**config.mk**
```make
export PLATFORM = sky130hd
export DESIGN_NAME = core_uart_apb
export DESIGN_NICKNAME = d
export VERILOG_FILES = /design/src/rtl/core_uart_apb.sv
export SDC_FILE = /design/constraint.sdc
export NUM_CORES = 1
export LEC_CHECK = 0
export CAP_MARGIN = 0
export CORE_ASPECT_RATIO = 0.8
export CORE_UTILIZATION = 40
export DETAILED_ROUTE_END_ITERATION = 8
export SETUP_SLACK_MARGIN = 0.3
export SYNTH_ARGS = -nofsm -noshare
export SYNTH_HDL_FRONTEND = slang
export SYNTH_SLANG_ARGS = --single-unit
```
**constraint.sdc**
```tcl
create_clock -name PCLK -period 2.4 [get_ports PCLK]
set_input_delay 0.48 -clock PCLK [delete_from_list [all_inputs] [get_ports PCLK]]
set_output_delay 0.48 -clock PCLK [all_outputs]
set_load 0.01 [all_outputs]
```
**src/rtl/core_uart_apb.sv**
```systemverilog
// core_uart_apb: APB-mapped UART with 16x baud tick, single holding register per direction.
// Define CORE_UART_APB_FRAC_BAUD_EN to enable the fractional baud divisor (CTRL3).
module core_uart_apb #(
  parameter int          FAMILY         = 0,
  parameter int          TX_FIFO        = 0,
  parameter int          RX_FIFO        = 0,
  parameter int          FIXEDMODE      = 0,
  parameter logic [12:0] BAUD_VALUE     = 13'd1,
  parameter int          PRG_BIT8       = 1,
  parameter int          PRG_PARITY     = 0,
  parameter int          RX_LEGACY_MODE = 0,
  parameter logic [2:0]  BAUD_VAL_FRCTN = 3'd0
) (
  input  logic       PCLK,
  input  logic       PRESETN,
  input  logic       PSEL,
  input  logic       PENABLE,
  input  logic       PWRITE,
  input  logic [4:0] PADDR,
  input  logic [7:0] PWDATA,
  output logic [7:0] PRDATA,
  output logic       PREADY,
  output logic       PSLVERR,
  input  logic       RX,
  output logic       TX,
  output logic       TXRDY,
  output logic       RXRDY,
  output logic       PARITY_ERR,
  output logic       FRAMING_ERR,
  output logic       OVERFLOW
);
  localparam int   unused_cfg = FAMILY + TX_FIFO + RX_FIFO + int'(BAUD_VAL_FRCTN);
  localparam logic P_BIT8 = PRG_BIT8 != 0;
  localparam logic P_PEN  = PRG_PARITY != 0;
  localparam logic P_ODD  = PRG_PARITY == 2;
  typedef enum logic [2:0] {T_IDLE, T_START, T_DATA, T_PAR, T_STOP} tx_t;
  typedef enum logic [2:0] {R_IDLE, R_START, R_DATA, R_PAR, R_STOP, R_HOLD} rx_t;
  logic [12:0] baud_r, baud;
  logic        bit8_r, pen_r, odd_r, bit8, pen, odd;
  logic [2:0]  frac;
  logic        extra, tick;
  logic [13:0] bcnt;
  logic        wr, rd;
  tx_t         ts, ts_n;
  logic [3:0]  ttk;
  logic [2:0]  tbit;
  logic [7:0]  hold, tsh;
  logic        tend, tpar;
  rx_t         rs, rs_n;
  logic        rx1, rx2, rend, rpe, rfe, ferr, done;
  logic [3:0]  rtk;
  logic [2:0]  rbit;
  logic [7:0]  rsh, rxdata;
  assign PREADY  = 1'b1;
  assign PSLVERR = 1'b0;
  assign wr = PSEL && PENABLE && PWRITE;
  assign rd = PSEL && PENABLE && !PWRITE;
  assign baud = FIXEDMODE != 0 ? BAUD_VALUE : baud_r;
  assign bit8 = FIXEDMODE != 0 ? P_BIT8 : bit8_r;
  assign pen  = FIXEDMODE != 0 ? P_PEN : pen_r;
  assign odd  = FIXEDMODE != 0 ? P_ODD : odd_r;
  always_ff @(posedge PCLK)
    if (!PRESETN) begin
      baud_r <= BAUD_VALUE;
      {odd_r, pen_r, bit8_r} <= {P_ODD, P_PEN, P_BIT8};
    end else if (wr && FIXEDMODE == 0) begin
      if (PADDR == 5'h08) baud_r[7:0] <= PWDATA;
      if (PADDR == 5'h0C) {baud_r[12:8], odd_r, pen_r, bit8_r} <= PWDATA;
    end
`ifdef CORE_UART_APB_FRAC_BAUD_EN
  logic [2:0] frac_r, tidx;
  assign frac  = FIXEDMODE != 0 ? BAUD_VAL_FRCTN : frac_r;
  assign extra = tidx < frac;
  always_ff @(posedge PCLK)
    if (!PRESETN) begin
      frac_r <= BAUD_VAL_FRCTN;
      tidx   <= 3'd0;
    end else begin
      if (wr && FIXEDMODE == 0 && PADDR == 5'h14) frac_r <= PWDATA[2:0];
      if (tick) tidx <= tidx + 3'd1;
    end
`else
  assign frac  = 3'd0;
  assign extra = 1'b0;
`endif
  // Reload value stretches the first frac ticks of each group of 8 by one cycle
  assign tick = bcnt == 14'd0;
  always_ff @(posedge PCLK)
    if (!PRESETN) bcnt <= {1'b0, BAUD_VALUE};
    else bcnt <= tick ? {1'b0, baud} + {13'd0, extra} : bcnt - 14'd1;
  assign tend = tick && ttk == 4'd15;
  assign tpar = ^(tsh & {bit8, 7'h7F}) ^ odd;
  assign TX = ts == T_START ? 1'b0 : ts == T_DATA ? tsh[tbit] : ts == T_PAR ? tpar : 1'b1;
  always_comb begin
    ts_n = ts;
    case (ts)
      T_IDLE:  if (!TXRDY) ts_n = T_START;
      T_START: if (tend) ts_n = T_DATA;
      T_DATA:  if (tend && tbit == (bit8 ? 3'd7 : 3'd6)) ts_n = pen ? T_PAR : T_STOP;
      T_PAR:   if (tend) ts_n = T_STOP;
      T_STOP:  if (tend) ts_n = T_IDLE;
      default: ts_n = T_IDLE;
    endcase
  end
  // TXRDY low doubles as "holding register full"
  always_ff @(posedge PCLK)
    if (!PRESETN) begin
      ts    <= T_IDLE;
      ttk   <= 4'd0;
      tbit  <= 3'd0;
      hold  <= 8'h00;
      tsh   <= 8'h00;
      TXRDY <= 1'b1;
    end else begin
      ts   <= ts_n;
      ttk  <= ts == T_IDLE ? 4'd0 : tick ? ttk + 4'd1 : ttk;
      tbit <= ts != T_DATA ? 3'd0 : tend ? tbit + 3'd1 : tbit;
      if (wr && PADDR == 5'h00 && TXRDY) begin
        hold  <= PWDATA;
        TXRDY <= 1'b0;
      end
      if (ts == T_IDLE && !TXRDY) begin
        tsh   <= hold;
        TXRDY <= 1'b1;
      end
    end
  assign rend = tick && rtk == 4'd15;
  assign ferr = rs == R_STOP ? !rx2 : rfe;
  assign done = rend && (RX_LEGACY_MODE != 0 ? rs == R_HOLD : rs == R_STOP);
  always_comb begin
    rs_n = rs;
    case (rs)
      R_IDLE:  if (!rx2) rs_n = R_START;
      R_START: if (tick && rtk == 4'd7) rs_n = rx2 ? R_IDLE : R_DATA;
      R_DATA:  if (rend && rbit == (bit8 ? 3'd7 : 3'd6)) rs_n = pen ? R_PAR : R_STOP;
      R_PAR:   if (rend) rs_n = R_STOP;
      R_STOP:  if (rend) rs_n = RX_LEGACY_MODE != 0 ? R_HOLD : R_IDLE;
      R_HOLD:  if (rend) rs_n = R_IDLE;
      default: rs_n = R_IDLE;
    endcase
  end
  always_ff @(posedge PCLK)
    if (!PRESETN) begin
      {rx1, rx2} <= 2'b11;
      rs   <= R_IDLE;
      rtk  <= 4'd0;
      rbit <= 3'd0;
      rsh  <= 8'h00;
      rpe  <= 1'b0;
      rfe  <= 1'b0;
    end else begin
      rx1  <= RX;
      rx2  <= rx1;
      rs   <= rs_n;
      rtk  <= rs_n != rs ? 4'd0 : tick ? rtk + 4'd1 : rtk;
      rbit <= rs != R_DATA ? 3'd0 : rend ? rbit + 3'd1 : rbit;
      if (rs == R_IDLE) begin
        rsh <= 8'h00;
        rpe <= 1'b0;
      end
      if (rs == R_DATA && rend) rsh[rbit] <= rx2;
      if (rs == R_PAR && rend) rpe <= rx2 != (^rsh ^ odd);
      if (rs == R_STOP && rend) rfe <= !rx2;
    end
  // A completion in the same cycle as an RXDATA read overrides the clear
  always_ff @(posedge PCLK)
    if (!PRESETN) begin
      {RXRDY, PARITY_ERR, FRAMING_ERR, OVERFLOW} <= 4'b0000;
      rxdata <= 8'h00;
    end else begin
      if (rd && PADDR == 5'h04) {RXRDY, PARITY_ERR, FRAMING_ERR, OVERFLOW} <= 4'b0000;
      if (done && RXRDY) OVERFLOW <= 1'b1;
      if (done && !RXRDY) begin
        rxdata      <= rsh;
        RXRDY       <= 1'b1;
        PARITY_ERR  <= rpe;
        FRAMING_ERR <= ferr;
      end
    end
  assign PRDATA = !(PSEL && !PWRITE) ? 8'h00 :
                  PADDR == 5'h04 ? rxdata :
                  PADDR == 5'h08 ? baud[7:0] :
                  PADDR == 5'h0C ? {baud[12:8], odd, pen, bit8} :
                  PADDR == 5'h10 ? {3'b000, FRAMING_ERR, OVERFLOW, PARITY_ERR, RXRDY, TXRDY} :
                  PADDR == 5'h14 ? {5'b00000, frac} : 8'h00;
endmodule

```
# Yosys cells after proc, flatten, opt, wreduce, memory -nomap -nowiden
# Cells that the tools add are included.
# Widths: inputs -> output; s select.
[totals] reg_bits=91 output_inout_bits=16
[op_classes] add_sub_neg=5 magnitude_cmp=3 eq_ne=27 mux=40 n_bitwise=4 reduce_logical=42
[op_table] cell="$mux 8" count=7
[op_table] cell="$mux 3" count=11
[op_table] cell="$pmux 3 s5" count=2
[op_table] cell="$logic_and 1x1->1" count=19
[op_table] cell="$reduce_xor 8->1" count=2
[op_table] cell="$logic_not 14->1" count=1
[op_table] cell="$mux 1" count=14
[op_table] cell="$reduce_or 2->1" count=7
[op_table] cell="$sub 14x1->14 const B" count=1
[op_table] cell="$mux 13" count=1
[op_table] cell="$eq 3x2->1 const B" count=4
[op_table] cell="$eq 5x4->1 const B" count=2
[op_table] cell="$eq 3x3->1 const B" count=3
[op_table] cell="$add 4x1->4 const B" count=2
[op_table] cell="$and 8x8->8" count=1
[op_table] cell="$bwmux 8" count=1
[op_table] cell="$eq 4x4->1 const B" count=2
[op_table] cell="$lt 3x4->1 const B" count=2
[op_table] cell="$ne 2x2->1 const B" count=4
[op_table] cell="$add 3x1->3 const B" count=2
[op_table] cell="$eq 3x1->1 const B" count=2
[op_table] cell="$eq 3x3->1" count=2
[op_table] cell="$logic_not 3->1" count=2
[op_table] cell="$ne 3x2->1 const B" count=2
[op_table] cell="18 further kinds" count=25

# Longest topological paths before layout
# Gate-level depths: netlist of run 1.
[logic_depth] depth_word=7 mapped_depth=9 ltp_nobuf=7

# Worst setup path after synthesis of run 1
# Ideal clock, no wire load.
[synth_path] path_type="reg-to-reg" startpoint="register bcnt[0]" endpoint="register rtk[0]" setup_ns=0.134 arrival_time_ns=2.140 required_ns=2.266 slack_ns=0.127 path_stages_with_launch=9 path_cell_list="dfxtp_1 -> inv_1 -> ha_1 -> or4b_4 -> buf_6 -> nor4_4 -> a31oi_1 -> nor3b_2 -> nor4_1"
[synth_via] elab_chain_len=7 elab_cells_between_ends=11 classes_between="1 x eq/ne; 5 x mux; 5 x reduce/logical"
[synth_lines] item="start: declaration" line_no="42" source="logic [13:0] bcnt;"
[synth_lines] item="start signal: assignment" line_no="89" source="if (!PRESETN) bcnt <= {1'b0, BAUD_VALUE};"
[synth_lines] item="start signal: assignment" line_no="90" source="else bcnt <= tick ? {1'b0, baud} + {13'd0, extra} : bcnt - 14'd1;"
[synth_lines] item="$logic_not 14->1 (*)" line_no="87" source="assign tick = bcnt == 14'd0;"
[synth_lines] item="$logic_and 1x1->1" line_no="127" source="assign rend = tick && rtk == 4'd15;"
[synth_lines] item="$logic_and 1x1->1" line_no="135" source="R_DATA: if (rend && rbit == (bit8 ? 3'd7 : 3'd6)) rs_n = pen ? R_PAR : R_STOP;"
[synth_lines] item="$mux 3" line_no="135"
[synth_lines] item="$pmux 3 s5" line_no="132" source="case (rs)"
[synth_lines] item="$ne 3x3->1" line_no="155" source="rtk <= rs_n != rs ? 4'd0 : tick ? rtk + 4'd1 : rtk;"
[synth_lines] item="$reduce_or 2->1 (no source line)"
[synth_lines] item="end signal: assignment" line_no="155"
[synth_lines] item="end: declaration" line_no="51" source="logic [3:0] rtk;"
# Every way passes the cells marked *; elsewhere a longest branch is shown, timed or not.
# A chain may end at the register's enable or synchronous reset.

# Worst setup path in the final report of run 1
[layout_path] startpoint="register tsh[3]" endpoint="output port TX"
[layout_via] elab_chain_len=6 elab_cells_between_ends=8 classes_between="5 x mux; 2 x bitwise; 1 x reduce/logical"
[layout_lines] item="start: declaration" line_no="47" source="logic [7:0] hold, tsh;"
[layout_lines] item="start signal: assignment" line_no="123" source="tsh <= hold;"
[layout_lines] item="$and 8x8->8" line_no="92" source="assign tpar = ^(tsh & {bit8, 7'h7F}) ^ odd;"
[layout_lines] item="$reduce_xor 8->1" line_no="92"
[layout_lines] item="$xor 1x1->1" line_no="92"
[layout_lines] item="$mux 1" line_no="93" source="assign TX = ts == T_START ? 1'b0 : ts == T_DATA ? tsh[tbit] : ts == T_PAR ? tpar : 1'b1;"
[layout_lines] item="$mux 1 (*) (2 in series)" line_no="93"
[layout_lines] item="end: declaration" line_no="25" source="output logic TX,"
# Every way passes the cells marked *; elsewhere a longest branch is shown, timed or not. The select of a mux whose other input is x is not followed.

==> results of run 1 <==
## stage by stage
stage,utilization,TNS (ns)
6_report,0.526,0
3_5_place_dp,0.470,-4.20
4_1_cts,0.507,0
5_1_grt,0.526,0
2_1_floorplan,-,0
3_3_place_gp,0.470,-3.56
## path summary, 6_finish.rpt
path,to,slack (ns),cells after the start
worst max register to register,rxdata[4],0.38,9
worst max-delay path,TX,0.13,6
worst min-delay path,ts[2],0.40,2
worst min register to register,rx2,0.43,1
## logic make-up after synthesis
group	share of synthesized area
buf+inv	0.0379
xor+xnor	0.0648
simple gates	0.271
other cells	0.00163
mux	0.0878
fa+ha+maj	0.0136
flops	0.390
compound gates	0.133
## synthesized netlist by cell type, types with 8 or more instances
master | number | area share
dfxtp_1 | 90 | 0.39
nand2_1 | 64 | 0.052
nor2b_1 | 39 | 0.053
mux2i_1 | 36 | 0.078
clkbuf_1 | 28 | 0.023
nor2_1 | 28 | 0.023
a21oi_1 | 18 | 0.020
xnor2_1 | 18 | 0.034
nor3_1 | 15 | 0.016
nand3_1 | 14 | 0.015
xor2_1 | 11 | 0.021
nand2b_1 | 10 | 0.014
o21ai_0 | 10 | 0.011
a21boi_1 | 9 | 0.015
and3_1 | 9 | 0.012
nor4_1 | 9 | 0.012
o211a_1 | 8 | 0.017
## worst max-delay path, delay by kind of cell, from the launching register on
kind,cells,cell delay [ns]
buffers and inverters,1,0.14
AOI/OAI and AO/OA,2,0.21
DFF,1,0.36
xor gates and xnor gates,3,0.74
## what timing repair did
action                     CTS  global route
buffers inserted            16             2
pin swaps                   20            18
gates cloned                 0             2
setup endpoints to repair   18            48
resized for setup           70            55
## placed cells by master (no fill, tap or decap), types with 7 or more instances in the layout
master	instances
a21boi_1	9
a21oi_1	17
and3_1	8
buf_2	10
buf_4	32
buf_6	20
clkbuf_16	9
clkdlybuf4s50_1	17
dfxtp_1	83
mux2i_1	36
nand2_1	64
nand2b_1	10
nand3_1	13
nor2_1	27
nor2b_1	39
nor3_1	13
nor4_1	7
o211a_1	8
o21ai_0	9
xnor2_1	17
xor2_1	11
## final cells by class
type                            count  area share
Timing Repair Buffer               81       0.124
Clock inverter                      5     0.00667
Inverter                            4     0.00258
Tap cell                          144      0.0310
Clock buffer                       11      0.0435
Sequential cell                    90       0.312
Multi-Input combinational cell    387       0.480
## flip-flops by register name (all words and copies together), names as in the netlist, 3 cells and up
signal	cells
ttk	4
tsh	8
rtk	4
rxdata	8
tbit	3
bcnt	14
hold	8
rsh	8
ts	3
rbit	3
rs	3
baud	13
## routing by layer
metal	wire length, um	track usage	vias to the layer above
met4	189	0.0610	0
met2	5220	0.308	104
met1	6080	0.303	1877
li1	-	-	1945
met5	0	0	-
met3	503	0.0362	15
## where the power goes
group / internal (W) / switching, W / total [W]
registers: 0.00160 / 0.000134 / 0.00173
clock network: 0.000760 / 0.000599 / 0.00136
logic: 0.000624 / 0.000716 / 0.00134
==> impl_metrics.env, run 1 <==
export IMPL_ios=35
export IMPL_antenna_found_initial=0
export IMPL_grt_max_degree=58
export IMPL_hold_buffers=0
export IMPL_synth_nets=541
export IMPL_cts_buffers=9
export IMPL_period_share=0.945
export IMPL_ys_flop_type="dfxtp_1"
export IMPL_cp_required_ns=1.92
export IMPL_final_fill_count=1035
export IMPL_holdCritPathClass="input pin to flip-flop"
export IMPL_gp_routability_congestion=0.836
export IMPL_end_kind="primary output"
export IMPL_worst_hold_startpoint="PRESETN"
export IMPL_fin_ws_ns=0.132
export IMPL_diodes=0
export IMPL_port_buffers=32
export IMPL_report_power_total_w=0.00443
export IMPL_synth_edf_count=0
export IMPL_place_hpwl_mm=8.29
export IMPL_r2r_start="bcnt[0]"
export IMPL_routedWlPerCell_um=16.6
export IMPL_drc=0
export IMPL_cts_tree="yes"
export IMPL_globalRouteOverflowTotal=0
export IMPL_synthesis_area_um2=4620
export IMPL_cp_startpoint="tsh[3]"
export IMPL_setup_violations=0
export IMPL_synth_cell_types=60
export IMPL_dieHeight_um=98.1
export IMPL_cts_htree_levels=3
export IMPL_cp_slowest_cell="xnor3_1"
export IMPL_slew_headroom=0.577
export IMPL_wl_mm=12.0
export IMPL_cap_violations=0
export IMPL_finalHoldWorstSlack_ns=0.398
export IMPL_rows=34
export IMPL_ys_seq_area_frac=0.390
export IMPL_grt_pass1_vias=3782
export IMPL_grt_usage=0.207
export IMPL_power_per_cell_area_nw_per_um2=762
export IMPL_die_x_um=122
export IMPL_clock_path_buffers=2
export IMPL_async_reset_ff_frac=0
export IMPL_core_um2=11100
export IMPL_fin_area_um2=5810
export IMPL_path_clk_slew_ns=0.06
export IMPL_drive_gt1_frac=0.223
export IMPL_cts_root_buf="clkbuf_16"
export IMPL_post_place_ws_ns=-0.541
export IMPL_fmax_mhz=441
export IMPL_period_minus_slack_ns=2.27
export IMPL_slew_viol_final=0
export IMPL_syn_inst=517
export IMPL_synth_seq_cells=90
export IMPL_avgSynthCellArea_um2=8.93
export IMPL_finClkSkew_ns=0.00809
export IMPL_crit_type="flip-flop to primary output"
export IMPL_clk_latency_ns=0.34
export IMPL_dp_cells=686
export IMPL_max_stage_delay_ns=0.42
export IMPL_worstMarginPinSlew_ns=0.628
export IMPL_firstDrtPassIters=8
export IMPL_finalHoldViolations=0
export IMPL_status="complete, no violations"
export IMPL_layout_cells_non_filler=722
export IMPL_place_area_um2=5200
export IMPL_multi_input_area_um2=2790
export IMPL_area_delta_synth_final_pct=25.9
export IMPL_detail_route_antenna_nets=0
export IMPL_drtIter0Drc=282
export IMPL_ys_warn_count=0
export IMPL_start_util=0.417
export IMPL_vias=3941
export IMPL_arrival_ns=1.79
export IMPL_leakagePower_nw=2.23
export IMPL_grt_pass1_wl_mm=19.2
export IMPL_die_area_um2=12000
export IMPL_crit_chain="xnor2_2 -> xnor3_1 -> xnor2_1 -> a21boi_1 -> o21bai_1 -> buf_2"
export IMPL_regArea_um2=1820
export IMPL_peakVddDrop_uv=402
export IMPL_vias_per_cell=5.46
export IMPL_cts_sinks=90
export IMPL_fin_nets=597
export IMPL_crit_path_start_kind="flip-flop"
export IMPL_rsz0062_at_grt="true"
export IMPL_critPathMaxFanout=3
Note: power is estimated with default switching activity, not from simulation.
==> run 2: changes to the inputs <==
--- a/config.mk
+++ b/config.mk
@@ -10,6 +10,7 @@
 export CORE_UTILIZATION = 40
 export DETAILED_ROUTE_END_ITERATION = 8
 export SETUP_SLACK_MARGIN = 0.3
+export SKIP_LAST_GASP = 1
 export SYNTH_ARGS = -nofsm -noshare
 export SYNTH_HDL_FRONTEND = slang
 export SYNTH_SLANG_ARGS = --single-unit
==> constraint.sdc (replaced) <==
create_clock -name PCLK -period 2.3 [get_ports PCLK]
set_input_delay 0.46 -clock PCLK [delete_from_list [all_inputs] [get_ports PCLK]]
set_output_delay 0.46 -clock PCLK [all_outputs]
set_load 0.01 [all_outputs]
==> run 2 against run 1 <==
Net effect: worst setup slack got worse by 0.082 ns; utilization increased by 2.6 points; design area increased by 4.9%; flip-flop and latch count unchanged; power increased by 13%; hold slack improved by 0.044 ns; combinational power increased by 31%; critical endpoint unchanged; critical path depth unchanged; first-iteration DRC count increased by 17%; non-clock buffer count increased by 15; count of clock-buffer cells in the layout decreased by 2.
==> impl_metrics.env, run 2 (same netlist as run 1, synthesis figures left out) <==
export IMPL_clk_latency_ns=0.34
export IMPL_finalHoldViolations=0
export IMPL_wl_mm=12.6
export IMPL_diodes=0
export IMPL_cts_root_buf="clkbuf_16"
export IMPL_setup_violations=0
export IMPL_r2r_start="bcnt[0]"
export IMPL_swShare=0.340
export IMPL_cts_htree_levels=3
export IMPL_die_x_um=122
export IMPL_ios=35
export IMPL_mostFrequentLayoutCell="dfxtp_1"
export IMPL_clock_path_buffers=2
export IMPL_reg2reg_depth=9
export IMPL_cp_required_ns=1.84
export IMPL_firstDrtPassIters=5
export IMPL_p_int_w=0.00331
export IMPL_fin_nets=613
export IMPL_r2r_setup_slack_ns=0.12
export IMPL_start_util=0.417
export IMPL_cts_tree="yes"
export IMPL_crit_path_start_kind="flip-flop"
export IMPL_critPathMaxFanout=2
export IMPL_fmax_mhz=445
export IMPL_grt_pass1_wl_mm=20.2
export IMPL_arrival_ns=1.79
export IMPL_gp_routability_congestion=0.792
export IMPL_slew_headroom=0.652
export IMPL_finalHoldWorstSlack_ns=0.442
export IMPL_crit_type="flip-flop to primary output"
export IMPL_finClkSkew_ns=0.00935
export IMPL_antenna_found_initial=0
export IMPL_leakagePower_nw=2.36
export IMPL_grt_max_degree=51
export IMPL_p_comb_frac=0.348
export IMPL_vias_per_cell=5.48
export IMPL_end_kind="primary output"
export IMPL_drtIter0Drc=329
export IMPL_final_cell_mix="dfxtp_1, nand2_1, buf_4, nor2b_1, mux2i_1"
export IMPL_top_register="bcnt"
export IMPL_largest_reg_flops=14
export IMPL_pwr_share_clk=0.291
export IMPL_timing_rr_end="ts[2]"
export IMPL_die_area_um2=12000
export IMPL_area_delta_synth_final_pct=32.2
export IMPL_grt_usage=0.218
export IMPL_port_buffers=32
export IMPL_p_switching_w=0.00171
export IMPL_drc=0
export IMPL_drive_gt1_frac=0.303
export IMPL_place_hpwl_mm=8.54
export IMPL_post_place_ws_ns=-0.611
export IMPL_path_clk_slew_ns=0.07
export IMPL_seqPwrFrac=0.361
export IMPL_worstMarginPinSlew_ns=0.522
export IMPL_worst_hold_startpoint="PRESETN"
export IMPL_hold_path_depth=2
export IMPL_fin_ws_ns=0.0505
export IMPL_final_fill_count=1005
export IMPL_detail_route_antenna_nets=0
export IMPL_vias=4047
export IMPL_peakVddDrop_uv=433
export IMPL_period_minus_slack_ns=2.25
export IMPL_holdCritPathClass="input pin to flip-flop"
export IMPL_routedWlPerCell_um=17.0
export IMPL_min_to="rx1"
export IMPL_slew_viol_final=0
export IMPL_power_per_cell_area_nw_per_um2=823
export IMPL_rsz0062_at_grt="true"
export IMPL_rows=34
export IMPL_cts_buffers=9
export IMPL_core_um2=11100
export IMPL_hold_buffers=0
export IMPL_status="complete, no violations"
export IMPL_dieHeight_um=98.1
export IMPL_period_share=0.978
export IMPL_cap_violations=0
export IMPL_cts_sinks=90
export IMPL_grt_pass1_vias=3854
export IMPL_globalRouteOverflowTotal=0
==> run 2: changes by cell type in the layout (fill, tap and decap cells not counted), moves of 3 or more <==
cell,before,now
nand2_1,64,46
nand2_2,0,17
buf_4,32,44
a21oi_1,17,13
a21oi_2,1,5
a22oi_1,4,1
a22oi_2,3,6
clkinvlp_4,4,1
inv_6,0,3
o21ai_0,9,6
o21ai_1,1,4
==> run 2: how the worst max path moves through the flow <==
stage	start	to	slack (ns)	depth (start not counted)
after floorplan	bcnt[1]	rs[0]	0.23	8
after global placement	PADDR[4]	PRDATA[0]	-0.52	6
after detailed placement	PADDR[4]	PRDATA[4]	-0.61	6
after CTS	tsh[3]	TX	0.02	6
after global routing	tsh[6]	TX	-0.09	6
final	tsh[6]	TX	0.05	6
==> run 2: critical path, stage by stage (launching register included) <==
cell and delay [ns]:
dfxtp_1 0.32, xnor2_1 0.18, xnor3_1 0.46, xnor2_2 0.16
a21boi_1 0.08, o21bai_1 0.12, buf_2 0.14
==> run 2: what timing repair did <==
item / 4_1_cts / 5_1_grt
pin swaps: 52 / 47
endpoints found under the setup margin: 40 / 44
setup buffers: 15 / 6
gates cloned: 2 / 1
resized for setup: 110 / 57
==> run 2: per-stage QoR <==
| step | cell area (um^2) | util | setup TNS (ns) | power [W] | cells |
|---|---|---|---|---|---|
| floorplan | 4640 | - | 0 | 0.00272 | 517 |
| CTS | 5810 | 0.525 | 0 | 0.00481 | 731 |
| global route | 6100 | 0.552 | -0.0877 | 0.00528 | 738 |
| global placement | 5290 | 0.479 | -4.15 | 0.00315 | 698 |
| detailed placement | 5290 | 0.479 | -4.87 | 0.00317 | 698 |
| finish | 6100 | 0.552 | 0 | 0.00502 | 738 |
==> run 2: layout make-up <==
cell class | instances | area [um^2] | area share
Multi-Input combinational cell | 388 | 2960 | 0.486
Clock buffer | 9 | 225 | 0.0369
Tap cell | 144 | 180 | 0.0295
Sequential cell | 90 | 1810 | 0.297
Timing Repair Buffer | 96 | 836 | 0.137
Clock inverter | 7 | 70.1 | 0.0115
Inverter | 4 | 15.0 | 0.00246
==> run 2: layer usage <==
| metal | GRT usage | up-vias | part of all wire |
|---|---|---|---|
| met3 | 0.0362 | 12 | 0.039 |
| li1 | - | 1983 | - |
| met1 | 0.317 | 1950 | 0.49 |
| met4 | 0.0572 | 0 | 0.012 |
| met2 | 0.332 | 102 | 0.46 |
| met5 | 0 | - | 0 |
==> run 2: power groups by stage <==
| stage | logic, W | registers (W) | clock network, W |
|---|---|---|---|
| 6_report | 0.00175 | 0.00181 | 0.00146 |
| 5_1_grt | 0.00190 | 0.00182 | 0.00156 |
| 4_1_cts | 0.00152 | 0.00180 | 0.00149 |
| 3_5_place_dp | 0.00134 | 0.00183 | 0 |
| 3_3_place_gp | 0.00133 | 0.00182 | 0 |
| 2_1_floorplan | 0.000929 | 0.00179 | 0 |
==> run 3: changes to the inputs <==
--- a/config.mk
+++ b/config.mk
@@ -7,7 +7,8 @@
 export LEC_CHECK = 0
 export CAP_MARGIN = 0
 export CORE_ASPECT_RATIO = 0.8
-export CORE_UTILIZATION = 40
+export CORE_UTILIZATION = 33
+export CTS_CLUSTER_SIZE = 30
 export DETAILED_ROUTE_END_ITERATION = 8
 export SETUP_SLACK_MARGIN = 0.3
 export SKIP_LAST_GASP = 1
==> run 3 against run 2 <==
Net effect: the run now ends with setup timing left; combinational power fell by 5%; utilization fell by 9.7 points; clock power rose by 20%; first-iteration DRC count fell by 28%; power rose by 4.1%; worst setup slack got worse by 0.061 ns; count of clock-buffer cells in the layout rose by 3; via count fell by 0.91%; sequential power barely moved.
==> impl_metrics.env, run 3 (same netlist as run 1, synthesis figures left out) <==
export IMPL_rsz0062_at_grt="true"
export IMPL_status="complete, but fails checks"
export IMPL_port_buffers=32
export IMPL_cts_tree="yes"
export IMPL_cts_sinks=90
export IMPL_vias_per_cell=5.22
export IMPL_finalHoldWorstSlack_ns=0.410
export IMPL_gp_routability_congestion=0.850
export IMPL_top_register="bcnt"
export IMPL_ios=35
export IMPL_peakVddDrop_uv=448
export IMPL_cpLargestDelayFamily="XOR/XNOR gates"
export IMPL_core_um2=13600
export IMPL_setup_violations=1
export IMPL_fin_ws_ns=-0.0105
export IMPL_clock_path_buffers=2
export IMPL_cp_slowest_cell="xnor3_1"
export IMPL_grt_max_degree=50
export IMPL_dieHeight_um=108
export IMPL_fin_nets=607
export IMPL_arrival_ns=1.85
export IMPL_start_util=0.340
export IMPL_groute_layer_met2_usage=0.263
export IMPL_fmax_mhz=433
export IMPL_drtIter0Drc=237
export IMPL_diodes=0
export IMPL_detail_route_antenna_nets=0
export IMPL_place_area_um2=5320
export IMPL_crit_chain="xnor2_2 -> xnor3_1 -> xnor2_2 -> a21boi_1 -> o21bai_1 -> buf_2"
export IMPL_power_per_cell_area_nw_per_um2=845
export IMPL_end_kind="primary output"
export IMPL_report_power_total_w=0.00523
export IMPL_mostFrequentLayoutCell="dfxtp_1"
export IMPL_die_x_um=134
export IMPL_holdCritPathClass="flip-flop to flip-flop"
export IMPL_worstPathBufferInverterCount=1
export IMPL_critPathMaxFanout=2
export IMPL_layout_cells_non_filler=768
export IMPL_leakagePower_nw=2.40
export IMPL_clk_latency_ns=0.35
export IMPL_drc=0
export IMPL_period_share=1.00
export IMPL_cap_violations=0
export IMPL_routedWlPerCell_um=16.4
export IMPL_cts_htree_levels=3
export IMPL_slew_viol_final=0
export IMPL_area_delta_synth_final_pct=34.0
export IMPL_fin_area_um2=6180
export IMPL_grt_usage=0.179
export IMPL_antenna_found_initial=0
export IMPL_path_clk_slew_ns=0.06
export IMPL_finClkSkew_ns=0.00619
export IMPL_grtUsageMet1=0.257
export IMPL_cts_buffers=9
export IMPL_largest_reg_flops=14
export IMPL_max_stage_delay_ns=0.45
export IMPL_cp_required_ns=1.84
export IMPL_use_met3=0.0358
export IMPL_grt_pass1_vias=3770
export IMPL_grt_busiest_layer="met2"
export IMPL_critPathMostFrequentCell="xnor2_2"
export IMPL_drive_gt1_frac=0.289
export IMPL_rows=38
export IMPL_firstDrtPassIters=5
export IMPL_crit_type="flip-flop to primary output"
export IMPL_dp_cells=731
export IMPL_finalHoldViolations=0
export IMPL_wl_mm=12.6
export IMPL_final_cell_mix="dfxtp_1, nand2_1, buf_4, nor2b_1, mux2i_1"
export IMPL_globalRouteOverflowTotal=0
export IMPL_place_hpwl_mm=8.54
export IMPL_vias=4010
export IMPL_slew_headroom=0.621
export IMPL_violations="setup timing"
export IMPL_cts_root_buf="clkbuf_16"
export IMPL_fin_util=0.455
export IMPL_grt_pass1_wl_mm=20.0
export IMPL_crit_path_start_kind="flip-flop"
export IMPL_worstMarginPinSlew_ns=0.568
export IMPL_die_area_um2=14500
export IMPL_period_minus_slack_ns=2.31
[run 3: report_power, final]
part	leakage (nW)	total (W)	switching, W	internal [W]
registers	0.730	0.00181	0.000143	0.00167
clock network	0.169	0.00175	0.000625	0.00112
logic	1.50	0.00167	0.000831	0.000840
total	2.40	0.00523	0.00160	0.00363
[run 3: worst paths after layout]
path,to,cells past startpoint,start,slack [ns]
setup / recovery,TX,6,odd,-0.01
setup reg to reg,ts[0],9,bcnt[0],0.18
hold / removal,rx2,1,rx1,0.41
hold reg to reg,rx2,1,rx1,0.41
[run 3: per-layer routing]
layer,up-vias,part of all wire
met4,0,0.017
li1,1970,-
met3,20,0.034
met2,85,0.43
met1,1935,0.52
met5,-,0
[run 3: repair_timing]
item | CTS | global route
setup endpoints to repair | 39 | 46
setup buffers | 10 | 7
pin swaps | 30 | 53
gates cloned | 3 | 1
resized for setup | 88 | 72
hold buffers | 0 | 0
[run 3: worst reg2reg max path: stages (launching register included)]
cell and delay (ns):
dfxtp_2 0.32, inv_2 0.06, ha_4 0.14, or4b_4 0.50, buf_6 0.15, buf_4 0.12, nor2_1 0.18, nand2_1 0.13
o32ai_1 0.33, o21a_1 0.15
[run 3: per-stage QoR]
stage          worst slack [ns]  TNS, ns
2_1_floorplan             0.230        0
3_3_place_gp             -0.513    -4.16
3_5_place_dp             -0.628    -4.89
4_1_cts                 -0.0431  -0.0431
5_1_grt                 -0.0888  -0.0888
6_report                -0.0105  -0.0105
[run 3: final cells by class]
cell class,count,area [um^2]
clock inverter,4,97.6
inverter,4,15.0
timing repair buffer,88,753
multi-input combinational,390,3030
clock buffer,12,256
sequential,90,1810
fill,1351,7410
tap,180,225
